===== config.mk =====
export PLATFORM = sky130hd
export DESIGN_NAME = accel_spi_responder
export DESIGN_NICKNAME = d
export VERILOG_FILES = /design/src/rtl/accel_resp_pkg.sv /design/src/rtl/accel_spi_responder_spi_edge_sync.sv /design/src/rtl/accel_spi_responder.sv
export SDC_FILE = /design/constraint.sdc
export NUM_CORES = 1
export LEC_CHECK = 0
export CAP_MARGIN = 20
export CORE_UTILIZATION = 30
export DETAILED_ROUTE_END_ITERATION = 16
export GPL_ROUTABILITY_DRIVEN = 0
export HOLD_SLACK_MARGIN = 0.03
export SETUP_SLACK_MARGIN = 0.15
export SLEW_MARGIN = 5
export SYNTH_ARGS = -nofsm -noshare
export SYNTH_HDL_FRONTEND = slang
export SYNTH_SLANG_ARGS = --single-unit

===== constraint.sdc =====
create_clock -name clk_clk -period 4.6 [get_ports clk_clk]
set_clock_uncertainty 0.15 [all_clocks]
set_input_delay 0.46 -clock clk_clk [delete_from_list [all_inputs] [get_ports clk_clk]]
set_output_delay 0.46 -clock clk_clk [all_outputs]
set_load 0.01 [all_outputs]

===== src/rtl/accel_resp_pkg.sv =====
// accel_resp_pkg: shared constants, FSM states and sample bundle
// for the accelerometer SPI responder.
package accel_resp_pkg;

  localparam logic [5:0] ADDR_DEVID      = 6'h00;
  localparam logic [5:0] ADDR_INT_ENABLE = 6'h2E;
  localparam logic [5:0] ADDR_INT_SOURCE = 6'h30;
  localparam logic [5:0] ADDR_DATAX0     = 6'h32;
  localparam logic [5:0] ADDR_DATAZ1     = 6'h37;

  localparam logic [7:0] DEVID_VAL = 8'hE5;

  localparam int INT_DATA_READY = 7;

  typedef enum logic [1:0] {
    IDLE,
    CMD,
    WR_DATA,
    RD_DATA
  } state_t;

  typedef struct packed {
    logic [15:0] z;
    logic [15:0] y;
    logic [15:0] x;
  } sample_t;

  function automatic logic is_axis(
    input logic [5:0] a
  );
    return (a >= ADDR_DATAX0) &&
           (a <= ADDR_DATAZ1);
  endfunction

  function automatic logic is_ro(
    input logic [5:0] a
  );
    return (a == ADDR_DEVID) ||
           (a == ADDR_INT_SOURCE) ||
           is_axis(a);
  endfunction

endpackage


===== src/rtl/accel_spi_responder_spi_edge_sync.sv =====
// spi_edge_sync: 2-flop synchronizer with one extra
// history flop for rise/fall detection.
module spi_edge_sync
  import accel_resp_pkg::*;
#(
  parameter logic RST_VAL = 1'b1
) (
  input  logic clk,
  input  logic rst_n,
  input  logic d_in,
  output logic rise,
  output logic fall
);

  logic s1;
  logic s2;
  logic s3;

  always_ff @(posedge clk or negedge rst_n) begin
    if (!rst_n) begin
      s1 <= RST_VAL;
      s2 <= RST_VAL;
      s3 <= RST_VAL;
    end else begin
      s1 <= d_in;
      s2 <= s1;
      s3 <= s2;
    end
  end

  assign rise = s2 & ~s3;
  assign fall = ~s2 & s3;

endmodule


===== src/rtl/accel_spi_responder.sv =====
// accel_spi_responder: SPI mode-3 3-wire register responder.
// ACCEL_RESP_SHADOW_EN defers samples arriving mid-transaction.
module accel_spi_responder
  import accel_resp_pkg::*;
(
  input  logic        clk_clk,
  input  logic        reset_reset_n,
  input  logic        spi_sclk,
  input  logic        spi_cs_n,
  input  logic        spi_sdat_i,
  output logic        spi_sdat_o,
  output logic        spi_sdat_oe,
  output logic        spi_int,
  input  logic        sample_valid,
  input  logic [15:0] sample_x,
  input  logic [15:0] sample_y,
  input  logic [15:0] sample_z
);

  logic       sclk_rise;
  logic       sclk_fall;
  logic       cs_s1, cs_s2, cs_s3;
  logic       sd_s1, sd_s2;
  logic       cs_rise;
  logic       cs_fall;
  state_t     state;
  logic [2:0] bit_cnt;
  logic [7:0] rx_sh;
  logic [7:0] tx_sh;
  logic [5:0] addr;
  logic       mb;
  logic       rd_axis;
  logic       data_ready;
  logic [7:0] regs [64];
  logic [7:0] rx_nxt;
  logic [5:0] addr_nxt;
  logic       byte_done;
  logic       apply;
  logic       clr;
  sample_t    new_s;
  sample_t    apply_s;

  spi_edge_sync #(.RST_VAL(1'b1)) u_sclk (
    .clk   (clk_clk),
    .rst_n (reset_reset_n),
    .d_in  (spi_sclk),
    .rise  (sclk_rise),
    .fall  (sclk_fall)
  );

  // CS flops reset low so a CS held low across reset never
  // looks like a fresh falling edge.
  always_ff @(posedge clk_clk or negedge reset_reset_n) begin
    if (!reset_reset_n) begin
      cs_s1 <= 1'b0;
      cs_s2 <= 1'b0;
      cs_s3 <= 1'b0;
      sd_s1 <= 1'b0;
      sd_s2 <= 1'b0;
    end else begin
      cs_s1 <= spi_cs_n;
      cs_s2 <= cs_s1;
      cs_s3 <= cs_s2;
      sd_s1 <= spi_sdat_i;
      sd_s2 <= sd_s1;
    end
  end

  assign cs_fall   = cs_s3 & ~cs_s2;
  assign cs_rise   = ~cs_s3 & cs_s2;
  assign rx_nxt    = {rx_sh[6:0], sd_s2};
  assign addr_nxt  = mb ? addr + 6'd1 : addr;
  assign byte_done = sclk_rise && (bit_cnt == 3'd7);
  assign clr       = cs_rise && rd_axis;
  assign new_s     = '{x: sample_x, y: sample_y, z: sample_z};

  function automatic logic [7:0] rd_byte(
    input logic [5:0] a
  );
    if (a == ADDR_DEVID)
      return DEVID_VAL;
    else if (a == ADDR_INT_SOURCE)
      return 8'(data_ready) << INT_DATA_READY;
    else
      return regs[a];
  endfunction

`ifdef ACCEL_RESP_SHADOW_EN
  logic    pend;
  logic    hold;
  sample_t shadow;

  always_comb begin
    hold = sample_valid && (state != IDLE) && !cs_rise;
    apply = (sample_valid && !hold) || (cs_rise && pend);
    apply_s = sample_valid ? new_s : shadow;
  end

  always_ff @(posedge clk_clk or negedge reset_reset_n) begin
    if (!reset_reset_n) begin
      pend   <= 1'b0;
      shadow <= '0;
    end else if (hold) begin
      pend   <= 1'b1;
      shadow <= new_s;
    end else if (cs_rise) begin
      pend   <= 1'b0;
    end
  end
`else
  assign apply   = sample_valid;
  assign apply_s = new_s;
`endif

  always_ff @(posedge clk_clk or negedge reset_reset_n) begin
    if (!reset_reset_n) begin
      state       <= IDLE;
      bit_cnt     <= 3'd0;
      rx_sh       <= 8'h00;
      tx_sh       <= 8'h00;
      addr        <= 6'd0;
      mb          <= 1'b0;
      rd_axis     <= 1'b0;
      spi_sdat_o  <= 1'b0;
      spi_sdat_oe <= 1'b0;
    end else if (cs_rise) begin
      state       <= IDLE;
      bit_cnt     <= 3'd0;
      rd_axis     <= 1'b0;
      spi_sdat_o  <= 1'b0;
      spi_sdat_oe <= 1'b0;
    end else begin
      unique case (state)
        IDLE: begin
          if (cs_fall) begin
            state   <= CMD;
            bit_cnt <= 3'd0;
          end
        end
        CMD: begin
          if (sclk_rise) begin
            rx_sh   <= rx_nxt;
            bit_cnt <= bit_cnt + 3'd1;
          end
          if (byte_done) begin
            addr  <= rx_nxt[5:0];
            mb    <= rx_nxt[6];
            tx_sh <= rd_byte(rx_nxt[5:0]);
            state <= rx_nxt[7] ? RD_DATA : WR_DATA;
          end
        end
        WR_DATA: begin
          if (sclk_rise) begin
            rx_sh   <= rx_nxt;
            bit_cnt <= bit_cnt + 3'd1;
          end
          if (byte_done)
            addr <= addr_nxt;
        end
        RD_DATA: begin
          if (sclk_fall) begin
            spi_sdat_oe <= 1'b1;
            spi_sdat_o  <= tx_sh[7];
            tx_sh       <= {tx_sh[6:0], 1'b0};
          end
          if (sclk_rise)
            bit_cnt <= bit_cnt + 3'd1;
          // Prefetch the next byte once the current one is done.
          if (byte_done) begin
            rd_axis <= rd_axis | is_axis(addr);
            addr    <= addr_nxt;
            tx_sh   <= rd_byte(addr_nxt);
          end
        end
        default: state <= IDLE;
      endcase
    end
  end

  always_ff @(posedge clk_clk or negedge reset_reset_n) begin
    if (!reset_reset_n) begin
      for (int i = 0; i < 64; i++)
        regs[i] <= 8'h00;
      data_ready <= 1'b0;
      spi_int    <= 1'b0;
    end else begin
      if ((state == WR_DATA) && byte_done &&
          !cs_rise && !is_ro(addr))
        regs[addr] <= rx_nxt;
      if (apply) begin
        regs[ADDR_DATAX0]       <= apply_s.x[7:0];
        regs[ADDR_DATAX0+6'd1]  <= apply_s.x[15:8];
        regs[ADDR_DATAX0+6'd2]  <= apply_s.y[7:0];
        regs[ADDR_DATAX0+6'd3]  <= apply_s.y[15:8];
        regs[ADDR_DATAX0+6'd4]  <= apply_s.z[7:0];
        regs[ADDR_DATAX0+6'd5]  <= apply_s.z[15:8];
      end
      if (apply)
        data_ready <= 1'b1;
      else if (clr)
        data_ready <= 1'b0;
      spi_int <= data_ready &
                 regs[ADDR_INT_ENABLE][INT_DATA_READY];
    end
  end

endmodule


==> results of run 1 <==
## cell families after synthesis
logic type / Yosys count
AO/OA/AOI/OAI: 316
buffers and inverters: 213
AND/OR/NAND/NOR: 466
multiplexers: 796
flip-flops: 552
adder cells (fa/ha/maj): 10
XOR/XNOR: 8
## layout make-up
cell class	count	share of cell area, %
multi-input cells	1596	47.02
flip-flops and latches	552	37.72
clock buffers	94	5.320
well taps	1391	4.744
repair buffers	151	4.154
clock inverters	23	0.9072
inverters	13	0.1330
diodes	1	0.006821
## worst max-delay path: cells and delay by family (launching register included)
kind	cells	cell delay (ns)
buffers and inverters	3	0.94
multiplexers	1	0.35
XOR/XNOR	1	0.14
AND/OR/NAND/NOR	2	0.56
AO/OA/AOI/OAI	3	0.67
flip-flops	1	0.93
## synth_stat cells, types with 18 or more instances
cell / count
nor2_1: 59
mux2_4: 257
o21ai_0: 60
o221ai_1: 18
dfrtp_1: 549
buf_1: 23
mux2i_1: 106
mux4_2: 198
nand2_1: 217
nand3_1: 41
mux2_1: 162
o21ai_1: 20
a21oi_1: 61
buf_2: 56
nor2_8: 32
mux2_2: 73
a22oi_1: 20
clkbuf_1: 96
## sequential cells by signal, summed over array words and instances, names as in the netlist, 2 cells and up
name     flops
addr         6
bit_cnt      3
tx_sh        8
state        2
rx_sh        7
regs       512
## layer usage
layer	wire length, um	up-vias	track usage (%)
met1	42030	11260	25.80
met2	46160	908	28.80
li1	-	9016	-
met4	3869	4	7.604
met5	24	-	0
met3	7859	209	3.365
## per-stage QoR
stage	area, um2	instances	util [%]
2_1_floorplan	32000	2361	-
3_3_place_gp	34390	3701	32.57
3_5_place_dp	34390	3701	32.57
4_1_cts	36680	3819	34.75
5_1_grt	36690	3820	34.75
6_report	36690	3821	34.75
## worst paths after layout
path / to / slack, ns / cells after the start
max: tx_sh[5] / 0.72 / 10
min: u_sclk.s1 / 0.09 / 1
max reg2reg: tx_sh[5] / 0.72 / 10
min reg2reg: sd_s2 / 0.20 / 0
max in group asynchronous: regs[401] / 2.92 / 3
min in group asynchronous: regs[88] / 0.30 / 2
## power by group through the flow
stage | sequential, mW | combinational [mW] | clock, mW
CTS | 5.40 | 5.66 | 5.63
global placement | 5.48 | 5.64 | 0
detailed placement | 5.48 | 5.65 | 0
floorplan | 5.11 | 3.65 | 0
finish | 5.40 | 5.73 | 5.54
global route | 5.42 | 5.94 | 5.82
==> results.toml, run 1 <==
[outcome]
outcome = "finished, violations left"
violations = "design-rule violations"

[critical_path]
crit_required_ns = 4.92
cp_cell_sequence = "buf_4 -> xnor2_4 -> buf_4 -> buf_4 -> mux2i_1 -> o22ai_1 -> or3_1 -> a311o_1 -> nand4_1 -> a31oi_1"
crit_fanout = 20
critPathSlowestCell = "dfrtp_1"
startpoint = "mb"
arrival_ns = 4.20
worstSetupStartpointType = "register"
critPathCaptureType = "register"
crit_path_frequent_cell = "buf_4"
worstSetupPathType = "reg2reg"
cp_slowest_stage_delay_ns = 0.93
reg2reg_from = "mb"

[power]
pwr-share-seq_pct = 32.4
clkPwrFrac_pct = 33.2
swShare_pct = 38.92
comb_power_share_pct = 34.4
power_density_nw_per_um2 = 454.4
total_power_mw = 16.67
max-vdd-ir-drop_mv = 0.2970
power.internal_mw = 10.18
switchingPower_mw = 6.489
p_leak_nw = 16.15

[sta]
worst_slack_ns = 0.7246
hold_ws_ns = 0.08969
relSlewSlack_pct = 25.47
rsz0062_at_grt = "false"
slew_viol_final = 0
max_clock_freq_mhz = 258.0
fin_crit_sh_pct = 84.25
period_needed_ns = 3.875
finalSetupTns_ns = 0
hold_viol = 0
setup-violations-final = 0
tightest_slew_ns = 1.118

[synthesis]
syn-num-nets = 2425
syn_inst = 2361
seq_area_frac_synth_pct = 43.18
synthArstFlopShare_pct = 100.0
synth_edf_count = 0
synthXorXnorAreaFrac_pct = 0.3011
yosysWarnings = 0
ys_types = 80
yosys_register_bits = 552
synthTopCellsByArea = "dfrtp_1 (43%), mux4_2 (14%), mux2_4 (12%)"
netlist.area_leader.share_pct = 42.93
synth_top_area_cell = "dfrtp_1"
ys.flop_type = "dfrtp_1"
avgSynthCellArea_um2 = 13.55
syn_area_um2 = 32000
synthMuxAreaShare_pct = 37.58
synth-simple-area-share_pct = 8.766
synth_top_family_by_area = "multiplexers"
synth-compound-area-share_pct = 6.674
synth-adder-area-share_pct = 0.3910

[detailed_routing]
drtPass1Iterations = 12
drt-initial-drc-count = 2327
routed-via-count = 21400
ant_nets = 0
totalWireLength_um = 99950
viasPerCell = 5.600
wire_per_inst_um = 26.16
drc = 4

[global_routing]
globalRoute.totalOverflow = 0
grt_max_degree = 100
grt_usage_pct = 18.67
grt_pass1_vias = 21640
grt_first_pass_wirelength_um = 151100
antenna_found_initial = 2

[placement]
dp_slack_ns = 0.8054
port_buffers = 56
dp_hpwl_um = 67250

[cts]
holdBufCountCts = 1
h-tree-depth = 3
ctsResizeCount = 0
cts.reportedPaths.clkPinSlew_ns = 0.06
clk_latency_ns = 0.63
cts_buffer_depth = 3
post_cts_buffers = 0
cts_tree = "built"
cts_root_buf = "clkbuf_16"
cts_sinks = 552
cts_buffers = 67

[finish]
final_common_cell = "dfrtp_1"
syn2layout_area_growth_pct = 14.64
nNetsFinal = 2445
final_cell_mix = "dfrtp_1 (541), mux2_4 (257), nand2_1 (216)"
num-fill-cells = 10100
layout-drive-gt1-share_pct = 33.64
ff_latch_area_um2 = 13840
multiInputGateArea_um2 = 17250

[floorplanning]
ios = 57
dieArea_um2 = 108000
start_util_pct = 30.31
num_rows = 119
die_w_um = 328.6
core-area_um2 = 105600
fp.dieH_um = 328.6

[min_path]
hp-start = "spi_sclk"
min_path_type = "in2reg"

[run]
drv_cap = 0
(Power assumes the default switching activity.)
==> run 2: changes to the inputs <==
==> constraint.sdc (replaced) <==
create_clock -name clk_clk -period 3.2 [get_ports clk_clk]
set_clock_uncertainty 0.15 [all_clocks]
set_input_delay 0.32 -clock clk_clk [delete_from_list [all_inputs] [get_ports clk_clk]]
set_output_delay 0.32 -clock clk_clk [all_outputs]
set_load 0.01 [all_outputs]
==> run 2 against run 1 <==
Effect of this change: the flow still finishes with violations (design-rule violations); clock power is 42% higher; worst hold slack worse by 0.017 ns; setup slack worse by 0.51 ns; register-to-register slack worse by 0.51 ns; combinational power is 73% higher; sequential power is 42% higher; routed wire length is 3.8% higher; die area stayed put; sequential cell count stayed put; non-clock buffer count is 130 higher; via count is 2.9% higher; critical endpoint is now tx_sh[3]; largest cell class unchanged.
==> results.toml, run 2 (synthesized netlist as in run 1, its figures left out) <==
[cts]
h-tree-depth = 3
cts_buffers = 66
cts_sinks = 552
cts_root_buf = "clkbuf_16"
cts.reportedPaths.clkPinSlew_ns = 0.06
cts_tree = "built"
cts_buffer_depth = 3
clk_latency_ns = 0.63

[critical_path]
crit_path_frequent_cell = "mux4_2"
crit_required_ns = 3.54
worstSetupPathType = "reg2reg"
cp_slowest_stage_delay_ns = 0.57
critPathCaptureType = "register"
critPathSlowestCell = "mux4_2"
crit_fanout = 17
arrival_ns = 3.33
worstSetupStartpointType = "register"
cp_cell_sequence = "clkbuf_4 -> buf_4 -> mux4_2 -> mux4_2 -> a32oi_1 -> nand4_1 -> o21ai_0 -> o21ai_1"

[min_path]
min_path_type = "in2reg"

[floorplanning]
fp.dieH_um = 328.6
ios = 57
die_w_um = 328.6
num_rows = 119
start_util_pct = 30.31
core-area_um2 = 105600
dieArea_um2 = 108000

[sta]
rsz0062_at_grt = "true"
relSlewSlack_pct = 39.98
finalSetupTns_ns = 0
worst_slack_ns = 0.2112
setup-violations-final = 0
tightest_slew_ns = 0.9003
hold_viol = 0
slew_viol_final = 0
fin_crit_sh_pct = 93.40
period_needed_ns = 2.989
max_clock_freq_mhz = 334.6

[placement]
dp_slack_ns = 0.06572
dpl-instance-area_um2 = 35510
port_buffers = 56
dp_hpwl_um = 71000

[finish]
largestRegisters = "regs (512), tx_sh (8), rx_sh (7)"
final_area_um2 = 38190
post-route-util_pct = 36.18
syn2layout_area_growth_pct = 19.35
final_common_cell = "dfrtp_1"
layout-drive-gt1-share_pct = 37.89
nNetsFinal = 2574
final_cell_mix = "dfrtp_1 (539), mux2_4 (257), nand2_1 (215)"
num-fill-cells = 9988
largest-register = "regs"
largest_reg_flops = 512

[run]
drv_cap = 0

[detailed_routing]
viasPerCell = 5.577
drc = 2
totalWireLength_um = 103800
ant_nets = 0
routed-via-count = 22010
drt-initial-drc-count = 2092
drtPass1Iterations = 11
wire_per_inst_um = 26.30

[outcome]
violations = "design-rule violations"
outcome = "finished, violations left"

[power]
p_leak_nw = 16.93
power_density_nw_per_um2 = 667.0
max-vdd-ir-drop_mv = 0.5106

[global_routing]
grt_usage_pct = 19.16
antenna_found_initial = 3
grt_first_pass_wirelength_um = 155400
globalRoute.totalOverflow = 0
grt_pass1_vias = 22280
grt_max_degree = 90
-- run 2: worst max-delay path: cells and delay by family (launching register included) --
kind                   cells  cell delay, ns
AOI/OAI and AO/OA          3            0.43
muxes                      2            1.13
buffers and inverters      2            0.52
DFF                        1            0.52
and+or+nand+nor            1            0.12
-- run 2: area by class of cell --
cell class | instances | area, um2 | area share [%]
sequential | 552 | 13840 | 36.23
tap | 1391 | 1740 | 4.557
clock inverter | 11 | 161.4 | 0.4226
clock buffer | 102 | 2093 | 5.481
timing repair buffer | 281 | 2905 | 7.607
inverter | 13 | 51.30 | 0.1343
multi-input combinational | 1596 | 17400 | 45.56
antenna | 1 | 2.502 | 0.006552
-- run 2: routing by layer --
layer | global-route usage [%] | share of wire, % | vias up
met5 | 0 | 0.030 | -
met4 | 7.472 | 4.0 | 4
met3 | 4.288 | 7.7 | 242
met2 | 28.76 | 45 | 894
met1 | 26.76 | 44 | 11600
li1 | - | - | 9277
-- run 2: path summary, 6_finish.rpt --
check	start	end	slack, ns	depth (start not counted)
hold / removal	spi_sdat_i	sd_s1	0.07	1
setup / recovery	rx_sh[0]	tx_sh[3]	0.21	8
setup reg to reg	rx_sh[0]	tx_sh[3]	0.21	8
min in group asynchronous	reset_reset_n	regs[46]	0.09	2
max in group asynchronous	reset_reset_n	regs[502]	1.80	4
hold reg to reg	u_sclk.s1	u_sclk.s2	0.21	0
-- run 2: power by group --
| part | internal (mW) | switching, mW |
|---|---|---|
| clock network | 4.80 | 3.07 |
| logic | 3.77 | 6.16 |
| registers | 7.15 | 0.523 |
| total | 15.7 | 9.75 |
-- run 2: timing repair --
action | CTS | global route
resized for setup | 5 | 32
hold endpoints to repair | 334 | 0
hold buffers | 2 | 0
setup endpoints to repair | 6 | 25
gates cloned | 0 | 3
setup buffers | 5 | 12
pin swaps | 1 | 8
-- run 2: per-stage QoR --
| stage | hold WS, ns | total power [mW] | std cells |
|---|---|---|---|
| floorplan | -0.1256 | 12.65 | 2361 |
| global placement | 0.1595 | 17.09 | 3811 |
| detailed placement | 0.1553 | 17.09 | 3811 |
| CTS | 0.04872 | 25.11 | 3931 |
| global route | 0.04938 | 26.22 | 3946 |
| finish | 0.07243 | 25.47 | 3947 |
==> edit: new RTL, config.mk and constraints of run 2 <==
Re-encode `state_t` (4 states) as one-hot, 4 bits wide.
--- a/src/rtl/accel_resp_pkg.sv
+++ b/src/rtl/accel_resp_pkg.sv
@@ -12,11 +12,11 @@
 
   localparam int INT_DATA_READY = 7;
 
-  typedef enum logic [1:0] {
-    IDLE,
-    CMD,
-    WR_DATA,
-    RD_DATA
+  typedef enum logic [3:0] {
+    IDLE    = 4'b0001,
+    CMD     = 4'b0010,
+    WR_DATA = 4'b0100,
+    RD_DATA = 4'b1000
   } state_t;
 
   typedef struct packed {
Behaviour: same outputs for any inputs over 4 cycles, from zero or initial values and one cycle with reset_reset_n low; so few cycles prove little.
==> edit against run 2 <==
- final area down 2.6%
- synthesized area down 4.5%
- sequential cell count up 2
- worst setup slack worse by 0.095 ns
- wire length down 3.0%
- first-iteration DRC count up 31%
- global-route usage up 0.19 points
- critical path type unchanged
- largest cell class unchanged
Power is not compared: it rests on default switching activity, and its combinational part moved more than twofold at a synthesized area within 25%.
==> edit: results (changes against run 2) <==
place_ws_ns: -0.4752  # -0.5409 ns
grt_pass1_wl_um: 152500  # -1.9%
synth-adder-area-share: 0.002457  # -0.001453
worst_pin_slew_ns: 0.7747  # -0.1256 ns
fillers: 9775  # -2.1%
totalWireLength_um: 100700  # -3.0%
synth_nets: 2705  # +12%
antenna_found_initial: 1  # -2
synth_seq_area_share: 0.4539  # +0.02214
synthTopCellsByArea: "dfrtp_1, mux2_2, mux4_2"
slowest_delay_ns: 0.54  # -0.03 ns
synthMuxAreaShare: 0.3255  # -0.05030
whs_ns: 0.06935  # -0.003081 ns
critPathArrivalTime_ns: 3.45  # +0.12 ns
path_max_fanout: 25  # +8
track_usage: 0.1936  # +0.001915
status: "complete, no violations"
syn_inst: 2645  # +12%
rr_endpoint: "tx_sh[2]"
reg2reg_slack_ns: 0.12  # -0.10 ns
synth_compound_area_frac: 0.05577  # -0.01097
first_global_vias: 22920  # +2.8%
detailed_place_hpwl_um: 68690  # -3.3%
firstDrtPassIters: 8  # -3
wire_per_inst_um: 23.72  # -9.8%
cts_buffers: 58  # -12%
synthXorXnorAreaFrac: 0.003153  # +0.0001426
reg2reg_from: "mb"
dp_cells: 4117  # +8.0%
grt_max_degree: 83  # -7.8%
vias: 23570  # +7.1%
drive_above_1_share: 0.3787  # about the same
-- edit: worst max-delay path by stage --
stage,startpoint,end,slack (ns),cells past startpoint
final,mb,tx_sh[2],0.12,11
after floorplan,addr[0],regs[128],0.20,10
after global placement,addr[0],tx_sh[4],-0.39,11
after detailed placement,addr[0],tx_sh[4],-0.48,11
after global routing,addr[0],tx_sh[7],-0.02,11
after CTS,addr[0],tx_sh[4],0.1,12
-- edit: cell families after synthesis --
family | Yosys count
DFF | 554
adders and majority gates | 6
buffers and inverters | 225
xor gates and xnor gates | 8
muxes | 732
and+or+nand+nor | 862
AOI/OAI and AO/OA | 258
-- edit: area by class of cell --
| class | instances | area, um2 | share of cell area |
|---|---|---|---|
| Inverter | 10 | 40.04 | 0.001076 |
| Timing Repair Buffer | 354 | 3643 | 0.09795 |
| Antenna cell | 1 | 2.502 | 0.00006727 |
| Sequential cell | 554 | 13890 | 0.3734 |
| Multi-Input combinational cell | 1866 | 15880 | 0.4270 |
| Clock buffer | 83 | 1717 | 0.04615 |
| Tap cell | 1357 | 1698 | 0.04564 |
| Clock inverter | 22 | 325.3 | 0.008745 |
-- edit: what timing repair did --
item	in CTS	in global routing
gates cloned	2	2
endpoints found under the setup margin	16	194
hold buffers	3	0
pin swaps	3	6
hold endpoints to repair	390	0
gates resized for setup	12	29
setup buffers	7	9
-- edit: metal layers --
metal / vias to the layer above / GRT usage / share of wire
li1: 10130 / - / -
met5: - / 0 / 0
met3: 219 / 0.03060 / 0.073
met1: 12270 / 0.2690 / 0.42
met2: 949 / 0.3030 / 0.46
met4: 0 / 0.07249 / 0.044
-- edit: where the power goes --
part           switching (mW)  total (mW)  internal, mW
logic                    1.25        2.11         0.856
registers               0.189        7.30          7.11
clock network            2.98        7.27          4.28
total                    4.43        16.7          12.3
